[src/rtl/cnn_conv_engine.sv]
// cnn_conv_engine: buffers one frame, then emits a KxK stride-1 valid convolution, one MAC per cycle.
// Build option CNN_CONV_RELU_EN clamps each output at zero before emission and max tracking.

module cnn_conv_engine #(
  parameter int IMG_W  = 8,
  parameter int IMG_H  = 8,
  parameter int K      = 3,
  parameter int DATA_W = 16,
  parameter int ACC_W  = 2*DATA_W + $clog2(K*K) + 1
) (
  input  logic                                     clk,
  input  logic                                     rst,
  input  logic                                     start,
  input  logic                                     w_wr,
  input  logic [((K*K > 1) ? $clog2(K*K) : 1)-1:0] w_addr,
  input  logic signed [DATA_W-1:0]                 w_data,
  input  logic                                     pix_valid,
  input  logic signed [DATA_W-1:0]                 pix_data,
  output logic                                     pix_ready,
  output logic                                     out_valid,
  output logic signed [ACC_W-1:0]                  out_data,
  input  logic                                     out_ready,
  output logic signed [ACC_W-1:0]                  value,
  output logic                                     busy,
  output logic                                     done,
  output logic [2:0]                               dbg_state
);

  localparam int KK    = K*K;
  localparam int N_PIX = IMG_W*IMG_H;
  localparam int OUT_W = IMG_W - K + 1;
  localparam int OUT_H = IMG_H - K + 1;
  localparam int WA_W  = (KK > 1) ? $clog2(KK) : 1;
  localparam int MC_W  = $clog2(KK + 1);
  localparam int PA_W  = (N_PIX > 1) ? $clog2(N_PIX) : 1;
  localparam int OX_W  = (OUT_W > 1) ? $clog2(OUT_W) : 1;
  localparam int OY_W  = (OUT_H > 1) ? $clog2(OUT_H) : 1;
  localparam int KC_W  = (K > 1) ? $clog2(K) : 1;
  localparam logic [ACC_W-1:0] MOST_NEG = {1'b1, {(ACC_W-1){1'b0}}};

  typedef enum logic [2:0] {
    S_IDLE = 3'd0,
    S_LOAD = 3'd1,
    S_MAC  = 3'd2,
    S_EMIT = 3'd3,
    S_FIN  = 3'd4
  } state_t;

  state_t                   state;
  logic [1:0]               rst_sync;
  logic                     rst_n;
  logic [PA_W-1:0]          pix_cnt;
  logic [MC_W-1:0]          mac_cnt;
  logic [KC_W-1:0]          kr, kc;
  logic [OX_W-1:0]          ox;
  logic [OY_W-1:0]          oy;
  logic signed [ACC_W-1:0]  acc;
  logic signed [DATA_W-1:0] w_mem   [KK];
  logic signed [DATA_W-1:0] pix_mem [N_PIX];

  logic [PA_W-1:0]            pix_idx;
  logic [WA_W-1:0]            w_idx;
  logic signed [DATA_W-1:0]   pix_sel, w_sel;
  logic signed [2*DATA_W-1:0] pix_ext, w_ext, prod;
  logic signed [ACC_W-1:0]    prod_ext, result;
  logic                       last_pos;

  // Assertion is immediate; release is re-timed through two flops before the FSM sees it.
  always_ff @(posedge clk or negedge rst) begin
    if (!rst) rst_sync <= 2'b00;
    else      rst_sync <= {rst_sync[0], 1'b1};
  end
  assign rst_n     = rst_sync[1];
  assign dbg_state = state;

  // Storage carries no reset: weights must be rewritten after any reset.
  always_ff @(posedge clk) begin
    if (state == S_IDLE && w_wr && 32'(w_addr) < KK) w_mem[w_addr] <= w_data;
    if (pix_valid && pix_ready) pix_mem[pix_cnt] <= pix_data;
  end

  always_comb begin
    pix_idx  = PA_W'((32'(oy) + 32'(kr)) * IMG_W + 32'(ox) + 32'(kc));
    w_idx    = WA_W'(mac_cnt);
    pix_sel  = pix_mem[pix_idx];
    w_sel    = w_mem[w_idx];
    pix_ext  = {{DATA_W{pix_sel[DATA_W-1]}}, pix_sel};
    w_ext    = {{DATA_W{w_sel[DATA_W-1]}}, w_sel};
    prod     = pix_ext * w_ext;
    prod_ext = {{(ACC_W-2*DATA_W){prod[2*DATA_W-1]}}, prod};
`ifdef CNN_CONV_RELU_EN
    result   = acc[ACC_W-1] ? '0 : acc;
`else
    result   = acc;
`endif
    last_pos = (ox == OX_W'(OUT_W-1)) && (oy == OY_W'(OUT_H-1));
  end

  // Both streams: a beat transfers on the rising edge where valid && ready; the producer holds
  // valid and data stable until that edge, and the consumer may drive ready freely.
  always_ff @(posedge clk or negedge rst_n) begin
    if (!rst_n) begin
      state     <= S_IDLE;
      pix_ready <= 1'b0;
      out_valid <= 1'b0;
      out_data  <= '0;
      value     <= MOST_NEG;
      busy      <= 1'b0;
      done      <= 1'b0;
      pix_cnt   <= '0;
      mac_cnt   <= '0;
      kr        <= '0;
      kc        <= '0;
      ox        <= '0;
      oy        <= '0;
      acc       <= '0;
    end else begin
      done <= 1'b0;
      case (state)
        S_IDLE: begin
          if (start) begin
            state     <= S_LOAD;
            busy      <= 1'b1;
            pix_ready <= 1'b1;
            pix_cnt   <= '0;
            value     <= MOST_NEG;
          end
        end
        S_LOAD: begin
          if (pix_valid) begin
            if (pix_cnt == PA_W'(N_PIX-1)) begin
              state     <= S_MAC;
              pix_ready <= 1'b0;
              mac_cnt   <= '0;
              kr        <= '0;
              kc        <= '0;
              ox        <= '0;
              oy        <= '0;
              acc       <= '0;
            end else begin
              pix_cnt <= pix_cnt + 1'b1;
            end
          end
        end
        // KK product cycles, then one cycle to register the finished sum onto out_data.
        S_MAC: begin
          if (mac_cnt == MC_W'(KK)) begin
            state     <= S_EMIT;
            out_valid <= 1'b1;
            out_data  <= result;
          end else begin
            acc     <= acc + prod_ext;
            mac_cnt <= mac_cnt + 1'b1;
            if (kc == KC_W'(K-1)) begin
              kc <= '0;
              kr <= (kr == KC_W'(K-1)) ? '0 : kr + 1'b1;
            end else begin
              kc <= kc + 1'b1;
            end
          end
        end
        S_EMIT: begin
          if (out_ready) begin
            out_valid <= 1'b0;
            if (out_data > value) value <= out_data;
            mac_cnt <= '0;
            kr      <= '0;
            kc      <= '0;
            acc     <= '0;
            if (last_pos) begin
              state <= S_FIN;
              done  <= 1'b1;
            end else begin
              state <= S_MAC;
              if (ox == OX_W'(OUT_W-1)) begin
                ox <= '0;
                oy <= oy + 1'b1;
              end else begin
                ox <= ox + 1'b1;
              end
            end
          end
        end
        S_FIN: begin
          state <= S_IDLE;
          busy  <= 1'b0;
        end
        default: state <= S_IDLE;
      endcase
    end
  end

endmodule

[config.mk]
export PLATFORM = sky130hd
export DESIGN_NAME = cnn_conv_engine
export DESIGN_NICKNAME = d
export VERILOG_FILES = /design/src/rtl/cnn_conv_engine.sv
export SDC_FILE = /design/constraint.sdc
export NUM_CORES = 2
export LEC_CHECK = 0
export ABC_AREA = 1
export ABC_CLOCK_PERIOD_IN_PS = 8850
export CAP_MARGIN = 5
export CORE_MARGIN = 1.5
export CORE_UTILIZATION = 30
export DETAILED_ROUTE_END_ITERATION = 16
export PLACE_DENSITY = 0.47
export SLEW_MARGIN = 20
export SYNTH_ARGS = -nofsm -noshare
export SYNTH_HDL_FRONTEND = slang
export SYNTH_SLANG_ARGS = --single-unit
export TNS_END_PERCENT = 10
[constraint.sdc]
create_clock -name clk -period 8.85 [get_ports clk]
set_input_delay 1.77 -clock clk [delete_from_list [all_inputs] [get_ports clk]]
set_output_delay 1.77 -clock clk [all_outputs]
set_load 0.1 [all_outputs]
==> metrics.yaml <==
grt_pass1_vias: 45100
synth_seq_area_share_pct: 58.9
multiInputGateArea_sq_um: 23600
drc: 0
yosys_warnings: 0
start_util_pct: 30.2
grt_pass1_wl_mm: 304
cap_violations: 0
max_freq_ghz: 0.114
first_pass_iters: 7
startpoint_type: "flip-flop"
areaGrowthSynthToFinish_pct: 16.9
slew_viol_final: 0
worstPathRequired_ps: 9490
die_area_sq_um: 221000
vias_per_cell: 4.92
clock-sinks: 1308
grt_max_degree: 129
syn_avg_cell_area_sq_um: 11.2
finalCriticalPeriod_ps: 8740
rsz0062_at_grt: "yes"
syn_inst: 5827
io_buffers: 122
gr-usage-all-layers_pct: 18.3
clock-skew-final_ps: 67.5
seqCellArea_sq_um: 38600
place_area_sq_um: 71600
tightestPinTransition_ps: 1160
path_delay_family: "adder cells"
synth.distinct_cells: 61
ios: 123
fillers: 21500
fin_nets: 6655
dp_hpwl_mm: 133
num_vias: 44800
crit_top_cell: "fa_1"
synth_edf_count: 1168
grt-ovfl-total: 0
die_w_um: 470
hold_class: "flip-flop to async pin"
endpoint_kind: "flip-flop"
crit_type: "flip-flop to flip-flop"
synthesis.area_sq_um: 65500
slowest_stage: "fa_4"
cts_root_buf: "clkbuf_16"
setup_viol: 0
cts_made_buffers: 150
worstPathArrival_ps: 9370
relSlewSlack_pct: 22.6
slowest_delay_ps: 960
drt-total-wl_mm: 205
clock_path_buffers: 3
cts_max_level: 4
run_status: "completed"
path_clk_slew_ps: 70
coreArea_sq_um: 217000
fin_area_sq_um: 76600
drive_gt1_share_pct: 11.2
gp_congestion: 0.879
die_h_um: 470
cp_max_fo: 15
routedWlPerCell_um: 22.5
cp_num_buf_inv: 11
timing.setup.tns_ps: 0
clock_latency_ps: 830
cts-hold-fix-buffers: 0
syn_nets: 6343
antenna_found_initial: 3
fin_crit_sh_pct: 98.7
hold_violations: 0
rows: 171
synth-async-reset-ratio_pct: 10.7
post-route-util_pct: 35.3
synthFlopType: "edfxtp_1"
ys_ff_latch: 1308
tritoncts: "done"
ant_nets: 0
drtIter0Drc: 4044
-- registers in the layout, summed over array words and instances, names as in the netlist, 2 cells and up --
| signal | flops |
|---|---|
| rst_sync | 2 |
| pix_cnt | 6 |
| out_data | 37 |
| oy | 3 |
| kr | 2 |
| pix_mem | 1024 |
| dbg_state | 3 |
| ox | 3 |
| kc | 2 |
| mac_cnt | 4 |
| value | 37 |
| acc | 37 |
| w_mem | 144 |
-- synthesized netlist by cell type (5+ instances only) --
| cell type | instances | area share, % |
|---|---|---|
| nand2_1 | 1378 | 7.9 |
| o22ai_1 | 16 | 0.15 |
| o21a_1 | 9 | 0.10 |
| a221o_1 | 24 | 0.37 |
| edfxtp_1 | 1168 | 54 |
| a21o_1 | 7 | 0.080 |
| a22o_1 | 5 | 0.067 |
| a32o_1 | 58 | 0.89 |
| nor2_2 | 9 | 0.086 |
| buf_1 | 10 | 0.057 |
| nor3_1 | 20 | 0.15 |
| nand3b_1 | 31 | 0.36 |
| o21ai_1 | 22 | 0.17 |
| buf_4 | 45 | 0.52 |
| o211ai_1 | 51 | 0.58 |
| a221oi_1 | 10 | 0.13 |
| buf_6 | 12 | 0.21 |
| ha_1 | 153 | 2.9 |
| a31oi_1 | 44 | 0.42 |
| dfrtp_1 | 139 | 5.3 |
| nor4_1 | 5 | 0.048 |
| clkbuf_1 | 41 | 0.23 |
| o21ai_0 | 148 | 1.1 |
| a21oi_1 | 218 | 1.7 |
| nand2_2 | 16 | 0.15 |
| inv_1 | 510 | 2.9 |
| nor2_1 | 377 | 2.2 |
| xor2_1 | 7 | 0.094 |
| nand3_1 | 678 | 5.2 |
| buf_2 | 181 | 1.4 |
| fa_1 | 321 | 9.8 |
| nand4_1 | 25 | 0.24 |
| xnor2_1 | 7 | 0.094 |
| inv_2 | 33 | 0.19 |
-- repair_timing --
action | in CTS | in global routing
resized for setup | 1 | 53
endpoints found under the setup margin | 2 | 22
setup buffers | 0 | 5
pin swaps | 0 | 6
cloned | 0 | 2
-- placed cells by master, fill, tap and decap left out, types with 138 or more instances in the layout --
cell type / n
edfxtp_1: 1168
buf_4: 295
fa_1: 316
a21oi_1: 218
nand3_1: 665
o21ai_0: 138
nor2_1: 347
nand2_1: 1374
ha_1: 151
clkbuf_16: 153
inv_1: 510
-- per-stage QoR --
stage | cells | worst slack [ps] | hold WS, ps
after floorplan | 5827 | 1450 | 331
after global placement | 8833 | 58.9 | 332
after detailed placement | 8833 | 25.8 | 338
after CTS | 9090 | 38.7 | 304
after global routing | 9098 | -49.0 | 329
final | 9099 | 115 | 291
-- final cells by class --
type / count / share of cell area [%]
Sequential cell: 1308 / 50.4
Multi-Input combinational cell: 3683 / 30.9
Timing Repair Buffer: 450 / 5.22
Clock buffer: 187 / 5.15
Tap cell: 2854 / 4.66
Inverter: 545 / 2.72
Clock inverter: 70 / 0.988
Timing Repair inverter: 1 / 0.0114
Antenna cell: 1 / 0.00327
-- path summary, 6_finish.rpt --
kind	startpoint	end	slack, ps	depth (start not counted)
max in group asynchronous	rst_sync[1]	kc[0]	6600	2
setup / recovery	kc[0]	acc[26]	110	34
setup reg to reg	kc[0]	acc[26]	110	34
hold reg to reg	rst_sync[1]	acc[17]	290	0
min in group clk	rst_sync[0]	rst_sync[1]	350	0
hold / removal	rst_sync[1]	acc[17]	290	0
-- logic make-up (layout without fill, tap and decap cells) --
kind of cell | after synthesis | in the layout | synth area share (%)
AND/OR/NAND/NOR | 2550 | 2550 | 16.4
adder cells (fa/ha/maj) | 474 | 474 | 12.7
XOR/XNOR | 16 | 16 | 0.237
AO/OA/AOI/OAI | 642 | 642 | 6.16
other | 1 | 2 | 0.00573
buffers and inverters | 836 | 1253 | 5.54
flip-flops | 1308 | 1308 | 58.9
-- per-layer routing --
metal	share of wire [%]	routed length (um)	GRT usage [%]
met1	46	95000	26.0
met2	46	93900	29.0
met3	4.8	9910	2.46
met4	2.8	5750	5.65
met5	0	0	0
Power is not shown: default switching activity piles up to over one toggle a cycle in this logic, so the estimate is an artifact.
